### src/rtl/ram_controller_pkg.sv
// ram_controller_pkg: shared state encoding and system-default sizes for the data RAM.
// Rev 1.0
`default_nettype none

package ram_controller_pkg;

    typedef enum logic {
        MEM_IDLE  = 1'b0,
        MEM_CLEAR = 1'b1
    } mem_state_t;

    localparam int RAM_DATA_WIDTH = 8;
    localparam int RAM_ADDR_WIDTH = 8;
    localparam int RAM_DEPTH      = 128;

endpackage

`default_nettype wire

### src/rtl/ram_controller_ram_array.sv
// ram_array: resetless single-port storage, synchronous write and registered synchronous read.
// Rev 1.0
`default_nettype none

module ram_array #(
    parameter int DATA_WIDTH = 8,
    parameter int DEPTH      = 128,
    parameter int IDX_WIDTH  = 7
) (
    input  logic                  clock,
    input  logic                  write_en,
    input  logic                  read_en,
    input  logic [IDX_WIDTH-1:0]  addr,
    input  logic [DATA_WIDTH-1:0] wdata,
    output logic [DATA_WIDTH-1:0] rdata
);

    logic [DATA_WIDTH-1:0] mem [0:DEPTH-1];

    always_ff @(posedge clock) begin
        if (write_en) begin
            mem[addr] <= wdata;
        end
        if (read_en) begin
            rdata <= mem[addr];
        end
    end

endmodule

`default_nettype wire

### src/rtl/ram_controller.sv
// ram_controller: req/ready data RAM front end with range checking and a hardware clear sequencer.
// Rev 1.0
`default_nettype none

module ram_controller
    import ram_controller_pkg::*;
#(
    parameter int DATA_WIDTH     = RAM_DATA_WIDTH,
    parameter int ADDR_WIDTH     = RAM_ADDR_WIDTH,
    parameter int DEPTH          = RAM_DEPTH,
    parameter bit CLEAR_ON_RESET = 1'b1
) (
    input  logic                  clock,
    input  logic                  reset_s2_n,
    input  logic                  req,
    input  logic                  write_enable,
    input  logic [ADDR_WIDTH-1:0] address,
    input  logic [DATA_WIDTH-1:0] data_in,
    input  logic                  clear_start,
    output logic                  ready,
    output logic [DATA_WIDTH-1:0] data_out,
    output logic                  data_valid,
    output logic                  addr_error,
    output logic                  busy
);

    localparam int                  IDX_WIDTH = (DEPTH > 1) ? $clog2(DEPTH) : 1;
    localparam logic [ADDR_WIDTH:0]   DEPTH_EXT = (ADDR_WIDTH + 1)'(DEPTH);
    localparam logic [ADDR_WIDTH-1:0] LAST_ADDR = ADDR_WIDTH'(DEPTH - 1);

    if (DEPTH > 2 ** ADDR_WIDTH) begin : g_depth_check
        $error("ram_controller: DEPTH exceeds the address space of ADDR_WIDTH");
    end

    mem_state_t            state;
    logic [ADDR_WIDTH-1:0] clr_addr;
    logic                  rd_zero;
    logic                  in_range;
    logic                  accept;
    logic                  rd_accept;
    logic                  clearing;
    logic                  ram_we;
    logic                  ram_re;
    logic [IDX_WIDTH-1:0]  ram_addr;
    logic [DATA_WIDTH-1:0] ram_wdata;
    logic [DATA_WIDTH-1:0] ram_rdata;

    assign clearing  = (state == MEM_CLEAR);
    assign ready     = (state == MEM_IDLE) && !clear_start;
    assign in_range  = ({1'b0, address} < DEPTH_EXT);
    assign accept    = req && ready;
    assign rd_accept = accept && !write_enable;

    // The clear sequencer owns the single port for its whole run; accesses cannot be accepted then.
    assign ram_we    = clearing || (accept && write_enable && in_range);
    assign ram_re    = rd_accept && in_range;
    assign ram_addr  = clearing ? clr_addr[IDX_WIDTH-1:0] : address[IDX_WIDTH-1:0];
    assign ram_wdata = clearing ? '0 : data_in;

    ram_array #(
        .DATA_WIDTH (DATA_WIDTH),
        .DEPTH      (DEPTH),
        .IDX_WIDTH  (IDX_WIDTH)
    ) u_ram_array (
        .clock    (clock),
        .write_en (ram_we),
        .read_en  (ram_re),
        .addr     (ram_addr),
        .wdata    (ram_wdata),
        .rdata    (ram_rdata)
    );

    // The array read register is resetless, so reset and out-of-range reads force zero through this flag.
    assign data_out = rd_zero ? '0 : ram_rdata;

    always_ff @(posedge clock or negedge reset_s2_n) begin
        if (!reset_s2_n) begin
            state      <= CLEAR_ON_RESET ? MEM_CLEAR : MEM_IDLE;
            busy       <= CLEAR_ON_RESET;
            clr_addr   <= '0;
            data_valid <= 1'b0;
            addr_error <= 1'b0;
            rd_zero    <= 1'b1;
        end else begin
            data_valid <= rd_accept;
            addr_error <= accept && !in_range;
            if (rd_accept) begin
                rd_zero <= !in_range;
            end
            case (state)
                MEM_IDLE: begin
                    if (clear_start) begin
                        state    <= MEM_CLEAR;
                        busy     <= 1'b1;
                        clr_addr <= '0;
                    end
                end
                MEM_CLEAR: begin
                    if (clr_addr == LAST_ADDR) begin
                        state    <= MEM_IDLE;
                        busy     <= 1'b0;
                        clr_addr <= '0;
                    end else begin
                        clr_addr <= clr_addr + 1'b1;
                    end
                end
            endcase
        end
    end

endmodule

`default_nettype wire

### config.mk
export PLATFORM = sky130hd
export DESIGN_NAME = ram_controller
export DESIGN_NICKNAME = d
export VERILOG_FILES = /design/src/rtl/ram_controller_pkg.sv /design/src/rtl/ram_controller_ram_array.sv /design/src/rtl/ram_controller.sv
export SDC_FILE = /design/constraint.sdc
export NUM_CORES = 1
export LEC_CHECK = 0
export BUFFER_PORTS_ARGS = -buffer_cell sky130_fd_sc_hd__buf_2
export CORE_MARGIN = 1.5
export CORE_UTILIZATION = 30
export CTS_CLUSTER_SIZE = 8
export DETAILED_ROUTE_END_ITERATION = 12
export PLACE_DENSITY = 0.47
export SLEW_MARGIN = 25
export SYNTH_ARGS = -nofsm -noshare
export SYNTH_HDL_FRONTEND = slang
export SYNTH_SLANG_ARGS = --single-unit
### constraint.sdc
create_clock -name clock -period 6.73 [get_ports clock]
set_clock_uncertainty 0.2 [all_clocks]
set_input_delay 0.673 -clock clock [delete_from_list [all_inputs] [get_ports clock]]
set_output_delay 0.673 -clock clock [all_outputs]
set_load 0.005 [all_outputs]
### Yosys cells after proc, flatten, opt, wreduce, memory -nomap -nowiden

Memory sizes are Yosys's and may differ from the RTL's. A register that Yosys moved wholly into a read port is not among the register bits.
Index checks and enable logic that the tools add are counted.

* add/subtract/negate cells: 1
* $mul: 0
* div/mod/pow operators: 0
* magnitude comparators: 1
* equality and inequality tests: 3
* shifts and indexed selects: 0
* muxes and demuxes: 14
* bitwise operators: 1
* reductions and logical operators: 12

Operators with widths (count)
* $mux 8: 4
* $pmux 8 s2: 1
* $add 8x1->8 const B: 1
* $eq 8x7->1 const B: 1
* $lt 8x8->1 const B: 1
* $logic_and 1x1->1: 7
* $mux 7: 1
* $mux 1: 6
* $pmux 1 s2: 2
* $logic_not 1->1: 3
* $ne 2x1->1 const B: 1
* $ne 2x2->1 const B: 1
* $reduce_and 2->1: 1
* $logic_or 1x1->1: 1
* $not 1->1: 1

* flip-flop bits (word level): 13
* bits in latches: 0
* RAM bits: 1024
* bits in read-only memories: 0
* logic and storage cells: 39
* memories: 1

Memory list
* u_ram_array.mem: depth 128, bits a word 8, rd ports 1, clocked after memory_dff 1, write ports 1, line ram_controller_ram_array.sv:18 `logic [DATA_WIDTH-1:0] mem [0:DEPTH-1];`

### Depth between registers and ports, before layout

* depth in word-level cells: 8
* gate-level depth with buffers: 10
* gate-level depth less buffers: 7

### Modules after synthesis

From an unflattened synthesis, not the netlist that was laid out.

* cells, all modules: 2566
* area total of the unflattened synthesis: 41392.2 um^2

Modules (own cells, without submodules)
* ram_array: instances 1, cells an instance 2475, area an instance 40513.9 um^2
* ram_controller: instances 1, cells an instance 91, area an instance 878.3 um^2

### Worst setup path before layout

Ideal clock, no wire load.

* path kind: register to register
* start point: register state (netlist: clearing)
* end point: memory u_ram_array.mem[0][6], data pin
* data arrival time: 4222 ps
* slack: 1483 ps
* stages on the path, launching flop included: 6
* path buffers: 4
* cells stage by stage: dfstp_2 -> buf_6 -> clkbuf_1 -> clkbuf_1 -> buf_1 -> nor2b_1

* cells in the longest elaborated chain, start to end: 1

Ends and longest elaborated chain
* start: declaration: line ram_controller.sv:35 `mem_state_t state;`
* start signal: assignment: line ram_controller.sv:78 `state <= CLEAR_ON_RESET ? MEM_CLEAR : MEM_IDLE;`
* $mux 8: line ram_controller.sv:58 `assign ram_wdata = clearing ? '0 : data_in;`
* named net ram_wdata[6]: line ram_controller.sv:45 `logic [DATA_WIDTH-1:0] ram_wdata;`
* end: declaration: line ram_controller_ram_array.sv:18

The timed path passes the listed nets, and every way through them passes these cells.

### Worst setup path after layout

* start point: register state (netlist: clearing)
* end point: register u_ram_array.rdata[7], read port of u_ram_array.mem, data pin

* cells in the longest elaborated chain, start to end: 5
* elaborated cells between the ends (all ways): 6
* those cells by class: mux (1); bitwise (1); reduce/logical (4)

Ends and longest elaborated chain
* $not 1->1
* $logic_and 1x1->1: line ram_controller.sv:49 `assign ready = (state == MEM_IDLE) && !clear_start;`
* $logic_and 1x1->1: line ram_controller.sv:51 `assign accept = req && ready;`
* $logic_and 1x1->1: line ram_controller.sv:52 `assign rd_accept = accept && !write_enable;`
* $logic_and 1x1->1: line ram_controller.sv:56 `assign ram_re = rd_accept && in_range;`
* end: declaration: line ram_controller_ram_array.sv:15 `output logic [DATA_WIDTH-1:0] rdata`

Several ways; a longest one is shown, not always the timed one.
A chain may end at the register's enable or synchronous reset.

==> run_results.csv <==
group,metric,value,unit
outcome,outcome,"finished clean",
clock_tree,cts_resized,0,
worst_setup_path,critPathCaptureType,"flop",
clock_tree,tritoncts.num_buffers,148,
yosys,post_synth.cell_area_avg,17.2,um^2
routing,drc_errors,0,
sta,slew_headroom,21.8,%
clock_tree,cts_tree,"built",
global_route,grt_first_pass_wirelength,154000,um
floorplanning,dieArea,0.139,mm^2
hold_path,hp-class,"in -> reg",
global_route,grt_pass1_vias,22200,
placed_design,post-dp-hpwl,62600,um
floorplanning,core.rowCount,135,
yosys,synth_cell_types,38,
worst_setup_path,required,6.99,ns
sta,max_freq,0.204,GHz
floorplanning,core_area,0.135,mm^2
yosys,synth_seq_cells,1045,
worst_setup_path,path_buf_inv,2,
yosys,synthArstFlopShare,1.24,%
finish,area_growth,15.5,%
yosys,yosys_most_used_dff,"edfxtp_1",
sta,rsz0062_at_grt,"no",
sta,worstMarginPinSlew,1.17,ns
worst_setup_path,crit_fanout,78,
worst_setup_path,critPathArrivalTime,5.16,ns
yosys,syn-num-nets,2403,
floorplanning,die_w,372,um
sta,period_minus_slack,4.90,ns
worst_setup_path,crit_chain,"mux2_8 > buf_12 > buf_12 > mux2i_1 > o22ai_1 > o21ai_0 > a41oi_1 > or4_1",
routing,routed_via_density,5.08,
worst_setup_path,cp_top_family,"multiplexers",
worst_setup_path,cp_common_cell,"buf_12",
finish,fin_cells,4269,
power_and_ir_drop,peakVddDrop,384,uV
placed_design,placed_area,0.0432,mm^2
yosys,syn_inst,2381,
floorplanning,start_util,30.2,%
global_route,track_usage,15.4,%
clock_tree,cts_sinks,1045,
sta,fin_setup_tns,0,ns
routing,drt_iter0_drc,1611,
finish,nets,2483,
worst_setup_path,startpoint_type,"flop",
yosys,yosysSeqAreaShare,76.6,%
placed_design,gp_congestion,0.794,
sta,finalHoldViolCount,0,
finish,fillers,12600,
placed_design,io_buffers,32,
worst_setup_path,cpPeakStageDelay,0.76,ns
sta,slew_violations,0,
clock_tree,htree_levels,4,
clock_tree,cts_buffer_depth,3,
finish,antennaDiodeCount,0,
floorplanning,dieHeight,372,um
run,drv_cap,0,
global_route,grt_max_degree,131,
power_and_ir_drop,power.density,408,mW/mm^2
finish,drive_above_1_share,10.5,%
floorplanning,ios,33,
worst_setup_path,slowest_stage,"mux2_8",
power_and_ir_drop,leakage,16.1,nW
yosys,netlist_area,0.0409,mm^2
global_route,grt_overflow,0,
sta,setup_viol,0,
routing,drt_wl_total,107000,um
placed_design,dp.cells,4085,
worst_setup_path,crit_type,"reg -> reg",
finish,fin_area,0.0473,mm^2
sta,post-route-period-util,72.8,%
routing,post_drt_wl_per_cell,25.2,um
routing,vias,21700,
clock_tree,clock_latency,0.73,ns
global_route,antenna_found_initial,14,
clock_tree,path_clk_slew,0.05,ns
routing,ant_nets,0,
yosys,yosysWarnings,0,
yosys,synth_edf_count,1032,
routing,dr.pass1.iters,5,
power_and_ir_drop,fin_total_pwr,19.3,mW
clock_tree,cts-root-buf,"clkbuf_16",
[per-layer routing]
metal  track usage [%]  vias to the layer above  part of all wire, %
met5                 0                        -                0.053
li1                  -                     9644                    -
met3              3.24                      192                  6.2
met2              23.8                      689                   46
met4              5.67                       10                  3.1
met1              21.3                    11200                   45
[report_power, final]
part | total, mW | switching (mW) | internal [mW]
Combinational | 5.26 | 3.52 | 1.74
Clock | 6.50 | 2.56 | 3.94
Sequential | 7.51 | 0.103 | 7.41
[synthesized netlist by cell type, types with 6 or more instances]
cell      number  area share, %
edfxtp_1    1032             76
mux2i_1      515             13
o22ai_1      257            3.9
nor2_1       137            1.3
o21ai_0      127            1.6
clkbuf_1      73           0.67
buf_2         64           0.78
a41oi_1       32           0.69
nand2_1       30           0.28
nor2b_1       18           0.28
dfrtp_1       10           0.61
or3_1          9           0.14
or4_1          8           0.15
inv_1          7          0.064
o21ai_1        7          0.086
buf_1          6          0.055
[layout by cell type (no fill, tap or decap), types with 8 or more instances in the layout]
master        n
a41oi_1      32
buf_12       10
buf_2        32
buf_4        28
clkbuf_1     15
clkbuf_16   150
dfrtp_1      10
edfxtp_1   1032
mux2i_1     515
nand2_1      30
nor2_1      137
nor2b_1      10
nor2b_4       8
o21ai_0     126
o21ai_1       8
o22ai_1     257
or4_1         8
[sequential cells by signal (all words and copies together) (netlist names)]
name	flops
data_valid	1
busy	1
addr_error	1
clr_addr	8
clearing	1
u_ram_array.mem	1024
u_ram_array.rdata	8
rd_zero	1
[layout make-up]
cell class              instances  area [um^2]  area share [%]
flip-flops and latches       1045        31300            66.3
multi-input cells            1181         9060            19.2
clock buffers                 165         3810            8.06
well taps                    1781         2230            4.72
repair buffers                 78          674            1.43
clock inverters                12          135           0.286
inverters                       7         26.3          0.0556
[final timing paths]
kind	from	to	slack, ns	cells after the start
min in group asynchronous	reset_s2_n	clr_addr[2]	0.18	2
max in group asynchronous	reset_s2_n	clearing	5.86	2
max reg2reg	clearing	u_ram_array.rdata[7]	1.83	8
min	clear_start	clr_addr[4]	0.07	2
min reg2reg	busy	busy	0.30	2
max	clearing	u_ram_array.rdata[7]	1.83	8
[kinds of logic after synthesis]
group	share of synthesized area, %
flops	76.6
mux	12.7
compound gates	6.65
simple gates	2.30
buf+inv	1.70
xor+xnor	0.0643
fa+ha+maj	0.0306
[timing repair]
action                                  4_1_cts  5_1_grt
setup buffers                                 0        0
endpoints found under the setup margin        0        0
hold buffers                                  5        0
endpoints found under the hold margin        16        0
[through the flow]
step	setup slack, ns	hold slack [ns]	util (%)
6_report	1.83	0.0661	34.9
5_1_grt	1.68	0.0515	34.9
4_1_cts	1.82	0.00750	34.9
3_3_place_gp	1.82	0.281	31.9
3_5_place_dp	1.76	0.295	31.9
2_1_floorplan	1.48	0.177	-
No activity file was read; power rests on OpenSTA's default activity.
